**src/rtl/blake_pkg.sv**
```systemverilog
// Shared types and constants for the Blake-512 compression sequencing logic.
package blake_pkg;

  localparam int BLAKE_ROUNDS  = 16;
  localparam int BLAKE_GSTEPS  = 8;
  localparam int BLAKE_BLKBITS = 1024;
  localparam int T_W           = 128;

  // One counter index per G step across all rounds.
  localparam int BLAKE_STEPS   = BLAKE_ROUNDS * BLAKE_GSTEPS;
  localparam int IDX_W         = $clog2(BLAKE_STEPS);
  localparam int BITS_W        = $clog2(BLAKE_BLKBITS) + 1;

  typedef enum logic [2:0] {
    ST_IDLE  = 3'd0,
    ST_INIT  = 3'd1,
    ST_ROUND = 3'd2,
    ST_FINAL = 3'd3,
    ST_DONE  = 3'd4
  } blake_state_e;

endpackage

```
**src/rtl/blake_counter.sv**
```systemverilog
// G-step timer: counts 0..BLAKE_STEPS-1 while enabled and wraps back to 0.
module blake_counter
  import blake_pkg::*;
(
  input  logic             clk,
  input  logic             rstb,
  input  logic             en,
  output logic [IDX_W-1:0] counter_idx,
  output logic             count_done
);

  logic [IDX_W-1:0] cnt_q;
  logic [IDX_W-1:0] cnt_d;

  // Advance one step per enabled cycle; natural wrap returns to 0 after the last step.
  always_comb begin
    cnt_d = cnt_q;
    if (en) cnt_d = cnt_q + 1'b1;
  end

  // Counter register.
  always_ff @(posedge clk or negedge rstb) begin
    if (!rstb) cnt_q <= '0;
    else       cnt_q <= cnt_d;
  end

  assign counter_idx = cnt_q;
  assign count_done  = (cnt_q == IDX_W'(BLAKE_STEPS - 1));

endmodule

```
**src/rtl/blake_round_ctrl.sv**
```systemverilog
// Blake-512 block sequencer: accepts a block, tracks the message bit counter t,
// and walks the core through init, 16 rounds x 8 G steps and finalization.
//
// state | meaning
// IDLE  | waiting for start; ready=1
// INIT  | load v from h, salt, t_o (one cycle)
// ROUND | one G step per cycle, 128 steps timed by blake_counter
// FINAL | fold v into h (one cycle)
// DONE  | block hash valid, one-cycle done pulse
module blake_round_ctrl
  import blake_pkg::*;
(
  input  logic              clk,
  input  logic              rstb,
  input  logic              start,
  input  logic              first_blk,
  input  logic [BITS_W-1:0] blk_bits,
  output logic              ready,
  output logic              busy,
  output logic              init_load,
  output logic              round_ing,
  output logic [3:0]        round_idx,
  output logic [2:0]        g_idx,
  output logic              diag,
  output logic              final_en,
  output logic              done,
  output logic [T_W-1:0]    t_o
);

  blake_state_e      state_q, state_d;
  logic              accept;
  logic [T_W-1:0]    t_acc_q, t_acc_d;
  logic [T_W-1:0]    t_o_q, t_o_d;
  logic              bits_ovf_q, bits_ovf_d;
  logic [BITS_W-1:0] bits_c;
  logic [IDX_W-1:0]  counter_idx;
  logic              count_done;

  blake_counter u_counter (
    .clk         (clk),
    .rstb        (rstb),
    .en          (round_ing),
    .counter_idx (counter_idx),
    .count_done  (count_done)
  );

  // Next-state decode; start is only honoured from IDLE, never queued.
  always_comb begin
    state_d = state_q;
    accept  = 1'b0;
    case (state_q)
      ST_IDLE: begin
        if (start) begin
          state_d = ST_INIT;
          accept  = 1'b1;
        end
      end
      ST_INIT:  state_d = ST_ROUND;
      ST_ROUND: if (count_done) state_d = ST_FINAL;
      ST_FINAL: state_d = ST_DONE;
      ST_DONE:  state_d = ST_IDLE;
      default:  state_d = ST_IDLE;
    endcase
  end

  // Bit-counter update on acceptance; a padding-only block reports t=0 but keeps the running total.
  always_comb begin
    t_acc_d    = t_acc_q;
    t_o_d      = t_o_q;
    bits_ovf_d = bits_ovf_q;
    bits_c     = (blk_bits > BITS_W'(BLAKE_BLKBITS)) ? BITS_W'(BLAKE_BLKBITS) : blk_bits;
    if (accept) begin
      t_acc_d = (first_blk ? '0 : t_acc_q) + T_W'(bits_c);
      t_o_d   = (bits_c == '0) ? '0 : t_acc_d;
      if (blk_bits > BITS_W'(BLAKE_BLKBITS)) bits_ovf_d = 1'b1;
    end
  end

  // State, accumulator and sticky illegal-length flag registers.
  always_ff @(posedge clk or negedge rstb) begin
    if (!rstb) begin
      state_q    <= ST_IDLE;
      t_acc_q    <= '0;
      t_o_q      <= '0;
      bits_ovf_q <= 1'b0;
    end else begin
      state_q    <= state_d;
      t_acc_q    <= t_acc_d;
      t_o_q      <= t_o_d;
      bits_ovf_q <= bits_ovf_d;
    end
  end

  // An oversize block length is an upstream bug; the clamp keeps hardware sane meanwhile.
  assert property (@(posedge clk) disable iff (!rstb) !bits_ovf_q)
    else $error("blake_round_ctrl: blk_bits above block size was accepted");

  assign ready     = (state_q == ST_IDLE);
  assign busy      = (state_q == ST_INIT) || (state_q == ST_ROUND) || (state_q == ST_FINAL);
  assign init_load = (state_q == ST_INIT);
  assign round_ing = (state_q == ST_ROUND);
  assign final_en  = (state_q == ST_FINAL);
  assign done      = (state_q == ST_DONE);
  assign round_idx = round_ing ? counter_idx[6:3] : 4'd0;
  assign g_idx     = round_ing ? counter_idx[2:0] : 3'd0;
  assign diag      = g_idx[2];
  assign t_o       = t_o_q;

endmodule
```
**config.mk**
```make
export PLATFORM = sky130hd
export DESIGN_NAME = blake_round_ctrl
export DESIGN_NICKNAME = d
export VERILOG_FILES = /design/src/rtl/blake_pkg.sv /design/src/rtl/blake_counter.sv /design/src/rtl/blake_round_ctrl.sv
export SDC_FILE = /design/constraint.sdc
export NUM_CORES = 1
export LEC_CHECK = 0
export BUFFER_PORTS_ARGS = -buffer_cell sky130_fd_sc_hd__buf_2
export CELL_PAD_IN_SITES_DETAIL_PLACEMENT = 0
export CELL_PAD_IN_SITES_GLOBAL_PLACEMENT = 1
export CORE_UTILIZATION = 41
export DETAILED_ROUTE_END_ITERATION = 16
export HOLD_SLACK_MARGIN = 0.08
export PLACE_DENSITY_LB_ADDON = 0.1
export SLEW_MARGIN = 0
export SYNTH_ARGS = -nofsm -noshare
export SYNTH_HDL_FRONTEND = slang
export SYNTH_SLANG_ARGS = --single-unit
```
**constraint.sdc**
```tcl
create_clock -name clk -period 3.18 [get_ports clk]
set_input_delay 0.159 -clock clk [delete_from_list [all_inputs] [get_ports clk]]
set_output_delay 0.159 -clock clk [all_outputs]
set_load 0.01 [all_outputs]
```
-- Word-level counts from Yosys, hierarchy flattened
Cells that the tools add are included.
- add/subtract/negate cells: 2
- $mul: 0
- divide/modulo/power cells: 0
- order comparisons: 1
- eq/ne operators: 7
- shift-type cells: 0
- multiplexer cells: 10
- bitwise logic cells: 0
- reduce and logical (&&, ||, !) cells: 5
- operators by type and width (kind ; count):
    $mux 128 ; 2
    $add 128x11->128 ; 1
    $pmux 3 s4 ; 1
    $gt 11x11->1 const B ; 1
    $logic_not 11->1 ; 1
    $mux 11 ; 1
    $mux 3 ; 3
    $add 7x1->7 const B ; 1
    $eq 7x7->1 const B ; 1
    $eq 3x2->1 const B ; 2
    $mux 4 ; 1
    $eq 3x1->1 const B ; 1
    $eq 3x3->1 const B ; 1
    $logic_not 3->1 ; 1
    $logic_or 1x1->1 ; 2
    $mux 1 ; 2
    $ne 2x1->1 const B ; 1
    $ne 2x2->1 const B ; 1
    $reduce_and 2->1 ; 1
- register bits after elaboration: 266
- bits in latches: 0
- RAM bits: 0
- ROM bits: 0
- bits of input ports: 15
- output and inout port bits: 142
- word-level logic and storage cells: 29
- memories: 0

-- Depth between registers and ports, before layout
- depth after elaboration: 4
- mapped depth: 20
- depth with buffers taken out: 10

-- Hierarchy
From an unflattened synthesis, not the netlist that was laid out.
- cells, all modules: 2128
- area total of the unflattened synthesis: 17903.4 µm²
- modules (own cells, without submodules) (module ; times used ; cells each ; area an instance (µm²) ; sequential area each (µm²)):
    blake_round_ctrl ; 1 ; 2103 ; 17596.9 ; 6481.2
    blake_counter ; 1 ; 25 ; 306.5 ; 175.2

-- Worst setup path before layout
No wires, ideal clock.
- path type: input to register
- start point: input first_blk
- end point: register t_acc_q[90]
- setup time: 0.083 ns
- arrival time: 4.621 ns
- required time: 3.097 ns
- setup slack: -1.524 ns
- cell stages on the path: 19
- buffers on the path: 10
- path through: buf_2 > buf_6 > clkbuf_1 > buf_2 > clkbuf_1 > clkbuf_1 > clkbuf_1 > clkbuf_1 > nor2b_1 > ha_1 > fa_1 > a21o_1 > a221o_1 > clkbuf_1 > a211oi_1 > clkbuf_1 > nor3_1 > mux2_2 > o22ai_1
- word-level cells in the longest chain between the ends: 2
- ends and longest elaborated chain (what ; RTL line ; RTL):
    from (decl) ; blake_round_ctrl.sv:16 ; input logic first_blk,
    $mux 128 ; blake_round_ctrl.sv:73 ; t_acc_d = (first_blk ? '0 : t_acc_q) + T_W'(bits_c);
    $add 128x11->128 ; blake_round_ctrl.sv:73 ;
    to (signal assigned) ; blake_round_ctrl.sv:88 ; t_acc_q <= t_acc_d;
    to (decl) ; blake_round_ctrl.sv:32 ; logic [T_W-1:0] t_acc_q, t_acc_d;
Every way passes these cells.
A chain may end at the register's enable or synchronous reset.

-- Worst setup path in the final report
- start point: register t_acc_q[10]
- end point: register t_acc_q[118]
- word-level cells in the longest chain between the ends: 2
- ends and longest elaborated chain (what ; RTL line):
    $mux 128 ; blake_round_ctrl.sv:73
    $add 128x11->128 ; blake_round_ctrl.sv:73
Every way passes these cells.

==> out/results.ini <==
[finish]
fin_nets = 2337
postLayoutCellArea_um2 = 21400
area_growth_pct = 26.69
antenna_cells = 0
final_layout_size_suffix_gt1_frac = 0.2430

[setup_path]
crit_required_ps = 3650
r2r_cells = 11
cp-endpoint = t_acc_q[118]$_DFFE_PN0P_
worstPathMaxFanout = 7
crit_path_start_kind = register
startpoint = t_acc_q[10]$_DFFE_PN0P_
worst_setup_path_end_kind = register
arrival_ps = 3560
ff2ff_setup_slack_ps = 90
reg2reg_from = t_acc_q[10]$_DFFE_PN0P_
crit_type = register to register
r2r_end = t_acc_q[118]$_DFFE_PN0P_

[yosys]
synth-compound-area-share = 0.1400
synth_area_um2 = 16890
synth.net_count = 2028
ys_warn_count = 0
synthMuxAreaShare = 0.02170
synthSimpleGateAreaFrac = 0.3396
synth_xor_area_frac = 0.05444
synthCells = 2000
synthFlopType = dfrtp_1
avgSynthCellArea_um2 = 8.446
synth_top_family_by_area = simple AND/OR/NAND/NOR gates
synthArstFlopShare = 1.000
synth_cell_types = 88
synth_fa_ha_area_frac = 0.01007
synth-edff-count = 0
yosysSeqAreaShare = 0.3941
ys_seq_elements = 266

[power]
power_density_nw_per_um2 = 513.1
swShare = 0.3498
p_int_mw = 7.140
pwr-share-seq = 0.373
pwr-share-comb = 0.260
p_total_mw = 10.98
power_switching_mw = 3.840
leakage_nw = 9.244
p_clk_frac = 0.366
ir_drop_v = 0.0004815

[clock_tree]
cts_sinks = 266
cts_buffer_depth = 3
cts_root_buf = clkbuf_16
cts_buffers = 34
htreeDepth = 2
clock_latency_ps = 560
cts_tree = done
clk_pin_slew_worst_paths_ps = 60

[grt]
antenna_found_initial = 0
track_usage = 0.3273
grt-ovfl-total = 0
grt_pass1_vias = 16380
grt_pass1_wl_mm = 103.3
grt_max_degree = 75

[sta]
min_period_ps = 3087
setup_violations = 0
final_max_slew_viol_count = 0
fmax_ghz = 0.3240
holdWs_ps = 120.4
setup_tns_ps = 0
tightest_slew_ps = 736.4
post-route-period-util = 0.9707
max_slew_margin = 0.5091
hold_viol_final = 0
final.setup_skew_ps = 26.67

[floorplan]
die_h_um = 205.0
start_util = 0.4203
rows = 73
fp.dieW_um = 205.0
die_area_um2 = 42010
core_um2 = 40190
io_pins = 157

[detailed_routing]
wl_mm = 68.16
ant_nets = 0
first_pass_iters = 5
routedWlPerCell_um = 23.88
first_iter_violations = 1489
drc = 0
vias_per_cell = 5.970
num_vias = 17040

[worst_hold_path]
hp-class = primary input to register
min_from = first_blk

[placement]
place_congestion = 0.9706
dp_hpwl_mm = 51.01
placedInstanceArea_um2 = 20140
portBuffers = 156

[run]
maxCapViolCount = 0

[outcome]
status = finished clean

power groups by stage:
stage	Combinational, mW	Clock [mW]	Sequential (mW)
final	2.86	4.02	4.10
after global routing	3.13	4.22	4.15
after CTS	2.86	4.09	4.09
after detailed placement	2.85	0	4.15
after global placement	2.81	0	4.14
after floorplan	1.70	0	4.09
per-layer routing:
layer  vias to the layer above  part of all wire  GRT usage
met2                       623              0.46     0.5204
met1                      8363              0.44     0.4502
met3                       137             0.059    0.04343
li1                       7916                 -          -
met5                         -                 0          0
met4                         0             0.037     0.1259
kinds of logic (layout without fill, tap and decap cells):
kind of cell / after synthesis / count (layout)
flip-flops: 266 / 266
XOR/XNOR: 105 / 105
AND/OR/NAND/NOR: 1053 / 1053
adder cells (fa/ha/maj): 13 / 13
buffers and inverters: 166 / 495
multiplexers: 36 / 36
AO/OA/AOI/OAI: 361 / 361
sequential cells by signal, summed over array words and instances (netlist names):
| signal | flops |
|---|---|
| state_q | 3 |
| t_acc_q | 128 |
| u_counter.counter_idx | 7 |
| t_o | 128 |
how the worst min path moves through the flow:
stage,to,slack [ps],depth (start not counted)
finish,t_acc_q[12]$_DFFE_PN0P_,120,3
global route,t_acc_q[12]$_DFFE_PN0P_,110,3
CTS,t_acc_q[12]$_DFFE_PN0P_,100,3
detailed placement,t_acc_q[118]$_DFFE_PN0P_,190,1
global placement,t_acc_q[118]$_DFFE_PN0P_,200,1
floorplan,state_q[0]$_DFFE_PN0P_,-140,0
critical path, cell delays in order (launching register included):
cell,delay [ps]
dfrtp_1,380
nor2b_1,140
ha_2,340
o21ai_2,70
or4_4,530
nor3_2,210
buf_4,140
nand4_1,120
buf_6,200
or4_1,500
mux2_2,270
o22ai_1,120
Yosys cell counts (all sizes together), types with 3 or more instances:
cell,number,area [um^2]
nand2,308,1156
dfrtp,266,6656
o21ai,158,790.8
nor3,120,628.1
clkbuf,117,441.7
nor2b,97,611.8
nor2,89,334.1
nand3,85,430.4
xnor2,82,718.2
nor4,81,574.3
nand4,59,396.6
a21oi,45,225.2
a221o,42,420.4
and3,34,212.7
or3,34,212.7
mux2i,31,310.3
buf,29,161.4
or4,28,214.0
xor2,23,201.4
and2,21,131.4
inv,20,75.07
nand4b,20,196.4
a21o,18,135.1
a22o,18,157.7
or2,15,93.84
ha,12,150.1
nand2b,12,82.58
o31ai,12,90.09
and4,11,96.34
and4b,11,110.1
o22ai,11,68.82
nor3b,9,67.56
nor4b,9,93.84
o21a,8,60.06
a31oi,6,37.54
o211ai,6,45.04
mux2,5,56.30
and3b,4,35.03
o2111ai,4,41.29
o311ai,4,35.03
a211oi,3,22.52
a21boi,3,26.28
nand3b,3,22.52
o41ai,3,26.28
area by class of cell:
cell class / count / area [um^2]
clock buffers: 47 / 970.9
clock inverters: 9 / 151.4
fillers: 3811 / 18790
inverters: 20 / 75.07
multi-input cells: 1568 / 9946
flip-flops and latches: 266 / 6656
well taps: 525 / 656.9
repair buffers: 419 / 2943
repair_timing:
item                                   CTS  global route
resized for setup                        2            14
hold buffers                             4             0
setup endpoints to repair                2            33
setup buffers                            0             3
endpoints found under the hold margin   73             0
pin swaps                                0             7
per-stage QoR:
| stage | instances | setup slack [ps] | utilization |
|---|---|---|---|
| 3_3_place_gp | 2791 | -171.8 | 0.5012 |
| 2_1_floorplan | 2000 | -539.1 | - |
| 4_1_cts | 2851 | 12.89 | 0.5303 |
| 3_5_place_dp | 2791 | -73.22 | 0.5012 |
| 6_report | 2854 | 93.14 | 0.5325 |
| 5_1_grt | 2854 | -28.70 | 0.5325 |
cells in the final DEF (no fill, tap or decap), types with 78 or more instances in the layout:
cell type  count
nor2_1        88
buf_4        244
buf_2        154
nor2b_1       94
nand3_1       78
o21ai_0      131
nand2_1      307
nor3_1       103
dfrtp_1      266
xnor2_1       82
Power figures use the tool's default switching activity.
